## config.mk

```make
export PLATFORM = sky130hd
export DESIGN_NAME = div_scheduler
export DESIGN_NICKNAME = d
export VERILOG_FILES = /design/src/rtl/div_sched_pkg.sv /design/src/rtl/div_rr_arbiter.sv /design/src/rtl/div_scheduler.sv
export SDC_FILE = /design/constraint.sdc
export NUM_CORES = 1
export LEC_CHECK = 0
export BUFFER_PORTS_ARGS = -buffer_cell sky130_fd_sc_hd__clkbuf_2
export CAP_MARGIN = 10
export CORE_MARGIN = 5
export CORE_UTILIZATION = 48
export CTS_CLUSTER_SIZE = 10
export DETAILED_ROUTE_END_ITERATION = 6
export PLACE_DENSITY = 0.81
export REMOVE_ABC_BUFFERS = 1
export SYNTH_ARGS = -nofsm -noshare
export SYNTH_HDL_FRONTEND = slang
export SYNTH_SLANG_ARGS = --single-unit
export TNS_END_PERCENT = 30
```

## constraint.sdc

```tcl
create_clock -name clk -period 7.3 [get_ports clk]
set_input_delay 2.19 -clock clk [delete_from_list [all_inputs] [get_ports clk]]
set_output_delay 2.19 -clock clk [all_outputs]
set_load 0.02 [all_outputs]
```

## src/rtl/div_sched_pkg.sv

```systemverilog
// Shared definitions for the divider scheduler: FSM encoding, result-field
// slice positions and the divide-by-zero / signed-overflow bypass constants.
package div_sched_pkg;

    localparam int DATA_W = 32;

    typedef enum logic [1:0] {
        IDLE  = 2'd0,
        BUSY  = 2'd1,
        DONE  = 2'd2,
        DRAIN = 2'd3
    } state_t;

    // div_result packs {remainder, quotient}
    localparam int REM_MSB = 63;
    localparam int REM_LSB = 32;
    localparam int QUO_MSB = 31;
    localparam int QUO_LSB = 0;

    localparam logic [DATA_W-1:0] DIV0_QUO = 32'hFFFF_FFFF;
    localparam logic [DATA_W-1:0] OVF_A    = 32'h8000_0000;
    localparam logic [DATA_W-1:0] OVF_B    = 32'hFFFF_FFFF;
    localparam logic [DATA_W-1:0] OVF_QUO  = 32'h8000_0000;
    localparam logic [DATA_W-1:0] OVF_REM  = 32'h0000_0000;

    function automatic logic is_ovf(input logic sgn, input logic [DATA_W-1:0] a,
                                    input logic [DATA_W-1:0] b);
        return sgn && (a == OVF_A) && (b == OVF_B);
    endfunction

endpackage

```

## src/rtl/div_rr_arbiter.sv

```systemverilog
// Two-way round-robin arbiter; the pointer names the requester favoured when
// both are valid and flips to the other side on every accepted grant.
module div_rr_arbiter (
    input  logic       clk,
    input  logic       rst,
    input  logic [1:0] req,
    input  logic       accept,
    output logic [1:0] gnt
);

    logic ptr;

    always_comb begin
        gnt = req;
        if (req == 2'b11) begin
            gnt = ptr ? 2'b10 : 2'b01;
        end
    end

    always_ff @(posedge clk or posedge rst) begin
        if (rst) begin
            ptr <= 1'b0;
        end else if (accept) begin
            ptr <= gnt[0];
        end
    end

endmodule

```

## src/rtl/div_scheduler.sv

```systemverilog
// Shares one iterative divider between two requesters, with zero-divisor and
// signed-overflow bypass. Define DIV_SCHEDULER_CACHE_EN for a one-entry result cache.
module div_scheduler
    import div_sched_pkg::*;
(
    input  logic                clk,
    input  logic                rst,

    input  logic                req0_valid,
    output logic                req0_ready,
    input  logic                req0_signed,
    input  logic                req0_rem,
    input  logic [DATA_W-1:0]   req0_a,
    input  logic [DATA_W-1:0]   req0_b,
    input  logic                req0_flush,

    input  logic                req1_valid,
    output logic                req1_ready,
    input  logic                req1_signed,
    input  logic                req1_rem,
    input  logic [DATA_W-1:0]   req1_a,
    input  logic [DATA_W-1:0]   req1_b,
    input  logic                req1_flush,

    output logic                resp0_valid,
    output logic [DATA_W-1:0]   resp0_data,
    output logic                resp1_valid,
    output logic [DATA_W-1:0]   resp1_data,

    output logic                div_start,
    output logic                div_annul,
    output logic                div_signed,
    output logic [DATA_W-1:0]   div_a,
    output logic [DATA_W-1:0]   div_b,
    input  logic [2*DATA_W-1:0] div_result,
    input  logic                div_ready
);

    state_t              state, state_nxt;
    logic [1:0]          gnt;
    logic                idle_ok;
    logic                accept;
    logic                win;
    logic                sel_sgn;
    logic                sel_rem;
    logic [DATA_W-1:0]   sel_a;
    logic [DATA_W-1:0]   sel_b;

    logic                own_q;
    logic                rem_q;
    logic [2*DATA_W-1:0] res_q;
    logic                own_flush;
    logic                capture;

    logic                fast_hit;
    logic [2*DATA_W-1:0] fast_res;
    logic                cache_hit;
    logic [2*DATA_W-1:0] cache_res;

    logic                resp_fire;
    logic [DATA_W-1:0]   resp_field;

    div_rr_arbiter u_arb (
        .clk    (clk),
        .rst    (rst),
        .req    ({req1_valid, req0_valid}),
        .accept (accept),
        .gnt    (gnt)
    );

    // Ready is only offered while idle, and never while reset is held
    assign idle_ok    = (state == IDLE) && !rst;
    assign req0_ready = idle_ok && gnt[0];
    assign req1_ready = idle_ok && gnt[1];
    assign accept     = (req0_valid && req0_ready) || (req1_valid && req1_ready);

    assign win     = gnt[1];
    assign sel_sgn = win ? req1_signed : req0_signed;
    assign sel_rem = win ? req1_rem    : req0_rem;
    assign sel_a   = win ? req1_a      : req0_a;
    assign sel_b   = win ? req1_b      : req0_b;

    assign own_flush = own_q ? req1_flush : req0_flush;
    assign capture   = (state == BUSY) && !own_flush && div_ready;

    always_comb begin
        fast_hit = 1'b1;
        fast_res = '0;
        if (sel_b == '0) begin
            fast_res = {sel_a, DIV0_QUO};
        end else if (is_ovf(sel_sgn, sel_a, sel_b)) begin
            fast_res = {OVF_REM, OVF_QUO};
        end else if (cache_hit) begin
            fast_res = cache_res;
        end else begin
            fast_hit = 1'b0;
        end
    end

`ifdef DIV_SCHEDULER_CACHE_EN
    logic                c_vld;
    logic                c_sgn;
    logic [DATA_W-1:0]   c_a;
    logic [DATA_W-1:0]   c_b;
    logic [2*DATA_W-1:0] c_res;

    always_ff @(posedge clk or posedge rst) begin
        if (rst) begin
            c_vld <= 1'b0;
        end else if (capture) begin
            c_vld <= 1'b1;
        end
    end

    // Operands are read from the held divider inputs at capture time
    always_ff @(posedge clk) begin
        if (capture) begin
            c_sgn <= div_signed;
            c_a   <= div_a;
            c_b   <= div_b;
            c_res <= div_result;
        end
    end

    assign cache_hit = c_vld && (c_sgn == sel_sgn) && (c_a == sel_a) && (c_b == sel_b);
    assign cache_res = c_res;
`else
    assign cache_hit = 1'b0;
    assign cache_res = '0;
`endif

    always_ff @(posedge clk or posedge rst) begin
        if (rst) begin
            state <= IDLE;
        end else begin
            state <= state_nxt;
        end
    end

    always_comb begin
        state_nxt = state;
        case (state)
            IDLE: begin
                if (accept) begin
                    state_nxt = fast_hit ? DONE : BUSY;
                end
            end
            BUSY: begin
                // A flush wins over a simultaneous divider completion
                if (own_flush) begin
                    state_nxt = IDLE;
                end else if (div_ready) begin
                    state_nxt = DONE;
                end
            end
            DONE: begin
                state_nxt = div_ready ? DRAIN : IDLE;
            end
            DRAIN: begin
                if (!div_ready) begin
                    state_nxt = IDLE;
                end
            end
            default: state_nxt = IDLE;
        endcase
    end

    always_ff @(posedge clk or posedge rst) begin
        if (rst) begin
            own_q      <= 1'b0;
            rem_q      <= 1'b0;
            res_q      <= '0;
            div_signed <= 1'b0;
            div_a      <= '0;
            div_b      <= '0;
            div_annul  <= 1'b0;
        end else begin
            div_annul <= (state == BUSY) && own_flush;
            if (accept) begin
                own_q      <= win;
                rem_q      <= sel_rem;
                div_signed <= sel_sgn;
                div_a      <= sel_a;
                div_b      <= sel_b;
                if (fast_hit) begin
                    res_q <= fast_res;
                end
            end else if (capture) begin
                res_q <= div_result;
            end
        end
    end

    assign div_start = (state == BUSY);

    // Response strobe lives for the single DONE cycle; data is zero otherwise
    assign resp_fire  = (state == DONE) && !own_flush;
    assign resp_field = rem_q ? res_q[REM_MSB:REM_LSB] : res_q[QUO_MSB:QUO_LSB];

    assign resp0_valid = resp_fire && !own_q;
    assign resp1_valid = resp_fire &&  own_q;
    assign resp0_data  = resp0_valid ? resp_field : '0;
    assign resp1_data  = resp1_valid ? resp_field : '0;

endmodule

```

# After elaboration in Yosys (flattened, before gate mapping)
# Cells that the tools add are included.
[classes] add_sub_neg=0 n_mul=0 n_div=0 order_cmp=0 n_eq_ne=10 shift=0 muxes=24 bitwise=0 n_reduce_logical=22
[op_table] operator="two-way mux 64 bit" count=4
[op_table] operator="two-way mux 32 bit" count=6
[op_table] operator="== test 32 bit, second input constant" count=2
[op_table] operator="zero test 32 bit" count=1
[op_table] operator="two-way mux 2 bit" count=8
[op_table] operator="logical AND 1 bit" count=13
[op_table] operator="case mux 2 bit (4 select lines)" count=1
[op_table] operator="== test 2 bit, second input constant" count=3
[op_table] operator="two-way mux 1 bit" count=5
[op_table] operator="!= test 2 bit, second input constant" count=2
[op_table] operator="zero test 1 bit" count=3
[op_table] operator="!= test 3 x 1 -> 1 bit, second input constant" count=1
[op_table] operator="AND reduction 3 bit" count=1
[op_table] operator="== test 2 x 1 -> 1 bit, second input constant" count=1
[op_table] operator="zero test 2 bit" count=1
[op_table] operator="!= test 2 x 1 -> 1 bit, second input constant" count=1
[op_table] operator="AND reduction 2 bit" count=1
[op_table] operator="nonzero test 2 bit" count=1
[op_table] operator="logical OR 1 bit" count=1
[totals] register_bits=135 latchBits=0 mem_bits_rw=0 romBits=0 input_bits=203 out_inout_bits=135 word_cells=65 mem_count=0

# Depth between registers and ports, before layout
# Gate-level depths: netlist (run 1).
[depth] word_depth=11 depth_mapped=9 mapped_depth_nobuf=6

# By module
# Synthesis (run 1) repeated with hierarchy kept, for this count alone.
[hier_totals] hier_cells=807 area_unflattened_um2=7340.8
[by_module_without_submodules] module="div_scheduler" n_inst=1 cells_each=801 area_per_inst_um2=7274.5
[by_module_without_submodules] module="div_rr_arbiter" n_inst=1 cells_each=6 area_per_inst_um2=66.3

# Worst setup path after synthesis (run 1)
# OpenSTA, ideal clock, no wires.
[synth_timing] kind="input to output" startpoint="input port req0_flush" endpoint="output port resp0_data[22]" arrival_time_ns=3.462 required_ns=5.110 path_slack_ns=1.648 path_stages=4 n_path_buf=2 cell_sequence="or4b_2 clkbuf_1 clkbuf_1 nor2_1"
[synth_via] elab_chain_len=5
[synth_lines] element="from (decl)" line_no="div_scheduler.sv:15" text="input logic req0_flush,"
[synth_lines] element="two-way mux 1 bit" line_no="div_scheduler.sv:83" text="assign own_flush = own_q ? req1_flush : req0_flush;"
[synth_lines] element="zero test 1 bit" line_no="div_scheduler.sv:197" text="assign resp_fire = (state == DONE) && !own_flush;"
[synth_lines] element="logical AND 1 bit" line_no="div_scheduler.sv:197"
[synth_lines] element="logical AND 1 bit" line_no="div_scheduler.sv:200" text="assign resp0_valid = resp_fire && !own_q;"
[synth_lines] element="two-way mux 32 bit" line_no="div_scheduler.sv:202" text="assign resp0_data = resp0_valid ? resp_field : '0;"
[synth_lines] element="to (decl)" line_no="div_scheduler.sv:26" text="output logic [DATA_W-1:0] resp0_data,"
# No other way between the ends.

# Worst setup path after layout (run 1)
[layout_timing] startpoint="input port req1_flush" endpoint="output port resp1_data[5]"
[layout_via] elab_chain_len=5
[layout_lines] element="from (decl)" line_no="div_scheduler.sv:23" text="input logic req1_flush,"
[layout_lines] element="two-way mux 1 bit" line_no="div_scheduler.sv:83"
[layout_lines] element="zero test 1 bit" line_no="div_scheduler.sv:197"
[layout_lines] element="logical AND 1 bit" line_no="div_scheduler.sv:197"
[layout_lines] element="logical AND 1 bit" line_no="div_scheduler.sv:201" text="assign resp1_valid = resp_fire && own_q;"
[layout_lines] element="two-way mux 32 bit" line_no="div_scheduler.sv:203" text="assign resp1_data = resp1_valid ? resp_field : '0;"
[layout_lines] element="to (decl)" line_no="div_scheduler.sv:28" text="output logic [DATA_W-1:0] resp1_data,"
# No other way between the ends.

==> results by group, run 1 <==
Global route
  – GRT Residual Overflow: 0
  – Vias in the first global route: about 8,300
  – Largest net degree at the start of global routing: 97
  – Grt met1 use: 0.389
  – Global-route wire length before repair: 44,700 µm
  – GR peak layer: met2
  – Met3 usage: 0.0610
  – All-Layer GR Usage: 0.310
  – Antenna violations before repair: 1
  – Met2 Track Usage GR: 0.506

Yosys
  – Cells after Synth: 900
  – Syn_area_per_cell: approximately 8.6 µm²
  – Ys async rst share: 1.00
  – Share of the yosys chip area belonging to registers: 0.435
  – Largest cells by area after synthesis: dfrtp_1 43%, mux2i_1 13%, nor2_1 7.7%
  – Post-synth cell types: 40
  – Syn Std Cell Area: 7770 µm²
  – Top-area cell type share of the netlist area: 0.435
  – Top-count cell post-synth: nor2_1
  – Number of enable flip-flop cells after synthesis: 0
  – Most used DFF post-synth: dfrtp_1
  – Yosys Warn Count: 0
  – Synth top cells by count: 160 x nor2_1, 144 x nand2_1, 135 x dfrtp_1
  – Area leader, netlist: dfrtp_1
  – FF+latch count, synth: 135

Placed design
  – Placer Congestion: 0.934
  – Pre-CTS setup slack: 1.24 ns
  – Placed inst area: 9570 µm²
  – Hpwl dp: 21,100 µm
  – # port buffers: 337

Floorplanning
  – Io pins: 338
  – Chip Height: 137 µm
  – DIE AREA: about 19,000 µm²
  – Core Box Area: roughly 16,000 µm²
  – Row count: 46
  – Initial Util: 0.489
  – Die W: 137 µm

STA
  – Worst-Margin Slew: 1.15 ns
  – Final period utilization: 0.823
  – Final Critical Period: 6.01 ns
  – Max-slew violations: 0
  – Highest clock rate: 166 MHz
  – Final setup fails: 0
  – Relative slew slack: 0.235
  – Final Skew: between 0.006 and 0.007 ns
  – Final WS setup: 1.29 ns
  – RSZ-0062 raised after global routing: no
  – Final hold viol count: 0
  – Worst hold slack: 0.480 ns

Worst hold path
  – Hold EP: div_signed$_DFFE_PP0N_
  – Hold Crit Start: div_signed$_DFFE_PP0N_
  – WHS Path Cells: 2
  – Type of the worst min-delay path: flop to flop

Route
  – Via density: 5.92
  – Average routed wire per standard cell: 20.8 µm
  – Starting DRT DRC Count: 656
  – TritonRoute pass-1 iters: 7
  – DRC viols: 0
  – Routed via count: between 8,000 and 9,000
  – DRT antenna net count: 0
  – Total wire length: 29,700 µm

Critical path
  – Worst reg2reg path depth: 7
  – Crit Path Class: input port to primary output
  – R2R setup slack: approximately 3.6 ns
  – CP endpoint kind: primary output
  – Worst Setup Start Kind: input port
  – CP max FO: 33
  – Critical R2R Capture: res_q[7]$_DFFE_PP0P_
  – Reg-to-Reg Start: u_arb.ptr$_DFFE_PP0N_
  – Critical Path RT: 5.11 ns
  – Arr. time, crit path: between 3 and 4 ns

Power
  – Max VDD drop: 189 µV
  – Pwr dens: 372 nW/µm²
  – Pleak: 5.25 nW

Layout
  – # diodes: 0
  – Layout Utilization: 0.645
  – Final instance area: about 10,000 µm²
  – Final #Nets: 1,400
  – Ratio of cells with drive above 1 in the final layout: 0.348
  – Fillers: 1,344
  – Area growth syn-to-layout: 31.8%

Clock network
  – Clock root buffer: clkbuf_16
  – Clock Pin Slew Worst Setup and Hold Paths: ~0.060 ns
  – Postcts setup bufs: 0
  – H-Tree Depth: 4
  – CTS max path bufs: 2
  – Clock sink count: 135
  – CTS resizes: 0
  – Hold Buf Count CTS: 0
  – Skew-Pair Late Insertion Delay: 0.42 ns
  – CTS buffer count: 17
  – CTS tree: done

Job
  – Max cap viols: 0

Run status
  – Status: complete, no violations
## cell families after synthesis
logic type,Yosys count,share of synthesized area
buf+inv,79,0.0443
flops,135,0.435
compound gates,176,0.155
simple gates,410,0.237
mux,100,0.129
## flip-flops by register name, indices dropped and copies added (netlist names), 2 cells and up
name and cells:
state 2, div_b 32, div_a 32, res_q 64
## power breakdown
group | internal (mW) | total [mW] | switching, mW | leakage, nW
clock | 0.652 | 0.980 | 0.328 | 0.324
combinational | 0.532 | 1.48 | 0.943 | 3.29
sequential | 1.10 | 1.35 | 0.250 | 1.64
total | 2.29 | 3.81 | 1.52 | 5.25
## layout make-up
cell class              instances  area (µm²)  share of cell area
flip-flops and latches        135        3380               0.330
well taps                     216         270              0.0264
repair buffers                350        1780               0.174
multi-input cells             686        4110               0.401
clock buffers                  25         505              0.0494
inverters                       7        31.3             0.00305
clock inverters                 7         163              0.0159
## how the worst max path moves through the flow
stage,startpoint,to
floorplan,req0_valid,res_q[5]$_DFFE_PP0P_
global placement,req0_flush,resp0_data[6]
detailed placement,req1_flush,resp1_data[5]
CTS,req1_flush,resp1_data[5]
global route,req1_flush,resp1_data[12]
finish,req1_flush,resp1_data[5]
## cell usage in the layout (no fill, tap or decap), types with 5 or more instances in the layout
cell	instances
o211ai_2	27
clkbuf_8	5
clkbuf_16	17
mux2i_1	100
buf_4	13
nand2_1	144
dfrtp_1	134
nor4_1	59
inv_1	6
a211oi_1	32
o21ai_0	100
o211ai_1	6
nand4b_1	6
nor3_1	5
nand4_1	14
nor2_1	160
bufinv_16	5
clkbuf_2	337
## per-layer routing
layer	part of all wire	wire (µm)	vias to the layer above
li1	-	-	3810
met1	0.38	11300	3946
met2	0.47	13900	563
met3	0.099	2940	116
met4	0.053	1570	2
met5	0.00037	11	-
## stage by stage
stage	power [mW]	cells	TNS, ns
floorplan	2.32	828	-497.62
global placement	2.77	1394	0
detailed placement	2.83	1394	0
CTS	3.81	1426	0
global route	4.02	1426	0
finish	3.81	1426	0
## critical path: stages
cell,delay (ns)
clkbuf_2,0.09
nand4bb_2,0.91
nor2_1,0.37
clkbuf_2,0.22
(Power assumes the default switching activity.)
==> inputs of run 2 (changes only) <==
Settings changed: ABC_AREA set to 1, CORE_UTILIZATION 48 to 44, PLACE_DENSITY 0.81 to 0.78.
Clock period 7.3 ns to 5.2 ns, I/O delays scaled along.
==> results by group, run 2 <==
Clock network
  – CTS resizes: 0
  – Clock Pin Slew Worst Setup and Hold Paths: 0.06 ns
  – CTS max path bufs: 2
  – Hold Buf Count CTS: 0
  – Clock sink count: between 100 and 150
  – Skew-Pair Late Insertion Delay: 0.41 ns
  – H-Tree Depth: 4
  – CTS tree: done
  – CTS buffer count: 17
  – Postcts setup bufs: 0
  – Clock root buffer: clkbuf_16

STA
  – Final period utilization: 0.863
  – Worst-Margin Slew: 1.12 ns
  – Final Skew: 0.00936 ns
  – Relative slew slack: 0.252
  – Worst hold slack: 0.479 ns
  – Final hold viol count: 0
  – Final Critical Period: 4.49 ns
  – Highest clock rate: ~220 MHz
  – Final setup fails: 0
  – RSZ-0062 raised after global routing: no
  – Max-slew violations: 0

Layout
  – Most common cell after layout, fill and taps aside: nand2_1
  – Area growth syn-to-layout: 29.4%
  – Max reg flops: 64
  – # diodes: 0
  – Post-route non-filler standard cell count: 1,677
  – Largest Register: res_q
  – Fillers: between 1,500 and 2,000
  – Top flop regs: res_q (64), div_a (32), div_b (32)
  – Most frequent cells in the layout: 493 x nand2_1, 337 x clkbuf_2, 134 x dfrtp_1
  – Ratio of cells with drive above 1 in the final layout: 0.278
  – Layout Utilization: 0.583
  – Final instance area: roughly 10,000 µm²
  – Final #Nets: between 1,500 and 2,000

Power
  – Comb power frac: 0.423
  – Max VDD drop: 258 µV
  – Switching share of power: 0.430
  – Clock share of power: 0.225
  – Pwr dens: roughly 520 nW/µm²
  – Seq pwr share: 0.353
  – Net switching power figure: 2.28 mW
  – Final Total Pwr: about 5.3 mW
  – Pleak: 6.12 nW
  – Internal: 3.02 mW

Critical path
  – Critical Path, Cell by Cell: clkbuf_2, buf_4, inv_2, a21oi_2, buf_4, nand2_1, inv_1, clkbuf_2
  – Worst Setup Start Kind: input port
  – Critical Path RT: 3.64 ns
  – Arr. time, crit path: 2.93 ns
  – Crit path from: req1_valid
  – Slowest stage cell, crit path: buf_4
  – CP endpoint kind: primary output
  – CP max stage delay: 0.26 ns
  – CP max FO: 21
  – Reg-to-Reg Start: u_arb.ptr$_DFFE_PP0N_
  – CP bufs+invs: 6
  – Crit Path Class: input port to primary output
  – Family with the most delay on the worst path: buffers and inverters
  – R2R setup slack: 1.97 ns

Job
  – Max cap viols: 0

Floorplanning
  – Initial Util: 0.450
  – Core Box Area: 17,400 µm²
  – Die W: between 100 and 150 µm
  – Chip Height: 144 µm
  – Row count: 48
  – Io pins: 338
  – DIE AREA: 20,600 µm²

Global route
  – All-Layer GR Usage: 0.257
  – Global-route wire length before repair: 41,800 µm
  – GRT Residual Overflow: 0
  – Antenna violations before repair: 1
  – Vias in the first global route: around 8,400
  – Largest net degree at the start of global routing: 97

Placed design
  – Placer Congestion: a little over 0.9
  – Hpwl dp: between 15,000 and 20,000 µm
  – Post-Place Cells: 1,646
  – Placed inst area: between 9000 and 10,000 µm²
  – # port buffers: 337

Run status
  – Status: complete, no violations

Yosys
  – Share of the yosys chip area belonging to registers: 0.431
  – Cells after Synth: 1,141
  – Top-count cell post-synth: nand2_1
  – Synth Area in XOR/XNOR: 0
  – Syn_area_per_cell: slightly below 7 µm²
  – Post-synth cell types: 26
  – Synth Area in Adders: 0
  – Top-area cell type share of the netlist area: 0.431
  – Most used DFF post-synth: dfrtp_1
  – FF+latch count, synth: 135
  – Compound-Gate Fraction of Synth Area: 0.0606
  – Largest cells by area after synthesis: dfrtp_1 43%, nand2_1 24%, nor2_1 5.7%
  – Simple-gate share of the synthesized area: 0.382
  – Number of enable flip-flop cells after synthesis: 0
  – Syn Std Cell Area: between 7000 and 8000 µm²
  – Mux contribution to synthesized area: 0.0434
  – Yosys Warn Count: 0
  – Area leader, netlist: dfrtp_1
  – Ys async rst share: 1.00
  – Synth top cells by count: 494 x nand2_1, 135 x dfrtp_1, 119 x nor2_1
  – Largest family of logic cells by synthesized area: simple AND/OR/NAND/NOR gates

Route
  – Via density: 5.13
  – Routed via count: 8,607
  – TritonRoute pass-1 iters: 5
  – Total wire length: 26,900 µm
  – Average routed wire per standard cell: 16.0 µm
  – DRC viols: 0
  – DRT antenna net count: 0
  – Starting DRT DRC Count: 593

Worst hold path
  – Hold Crit Start: div_a[16]$_DFFE_PP0N_
  – Type of the worst min-delay path: flop to flop
## run 2: cell types whose count changed in the layout (fill, tap and decap cells not counted), moves of 16 or more
| cell | delta |
|---|---|
| o21ai_1 | +16 |
| o211ai_2 | -27 |
| mux2i_1 | -66 |
| nand2_1 | +349 |
| nor4_1 | -59 |
| o21ai_0 | -30 |
| inv_1 | +52 |
| nand3_1 | +85 |
| nor2_1 | -42 |
| nand3b_1 | +16 |
| a211oi_1 | -32 |
## run 2: through the flow
step / TNS, ns / setup WS [ns]
2_1_floorplan: -643.37 / -6.58
3_3_place_gp: 0 / 0.810
3_5_place_dp: 0 / 0.735
4_1_cts: 0 / 0.734
5_1_grt: 0 / 0.576
6_report: 0 / 0.713
## run 2: worst paths after layout
kind / endpoint / depth (start not counted)
max in group asynchronous: res_q[9]$_DFFE_PP0P_ / 3
setup reg to reg: res_q[38]$_DFFE_PP0P_ / 17
min in group asynchronous: u_arb.ptr$_DFFE_PP0N_ / 2
hold / removal: div_a[16]$_DFFE_PP0N_ / 2
hold reg to reg: div_a[16]$_DFFE_PP0N_ / 2
setup / recovery: req1_ready / 8
## run 2: cell type report
| class | instances | area, µm² | share of cell area |
|---|---|---|---|
| Clock inverter | 12 | 128 | 0.0126 |
| Multi-Input combinational cell | 867 | 3830 | 0.378 |
| Tap cell | 225 | 282 | 0.0277 |
| Timing Repair Buffer | 354 | 1830 | 0.180 |
| Inverter | 65 | 249 | 0.0245 |
| Sequential cell | 135 | 3380 | 0.333 |
| Clock buffer | 19 | 453 | 0.0446 |
## run 2: logic make-up after synthesis
| logic type | after synthesis |
|---|---|
| simple gates | 739 |
| compound gates | 94 |
| mux | 34 |
| buf+inv | 139 |
| flops | 135 |
## run 2: per-layer routing
| layer | up-vias | wire length (µm) | GRT usage |
|---|---|---|---|
| li1 | 4182 | - | - |
| met1 | 3967 | 10700 | 0.318 |
| met2 | 416 | 13200 | 0.447 |
| met3 | 40 | 2390 | 0.0586 |
| met4 | 2 | 618 | 0.0837 |
| met5 | - | 12 | 0 |
## run 2: power groups by stage
stage / logic, mW / clock network, mW / registers [mW]
detailed placement: 2.25 / 0 / 1.87
finish: 2.24 / 1.19 / 1.87
global route: 2.49 / 1.27 / 1.92
floorplan: 1.22 / 0 / 2.09
CTS: 2.26 / 1.21 / 1.86
global placement: 2.19 / 0 / 1.86
## run 2: worst min-delay path, cell delays in order (launching register included)
cell,delay (ns)
dfrtp_1,0.34
nand2_1,0.05
nand2_1,0.05
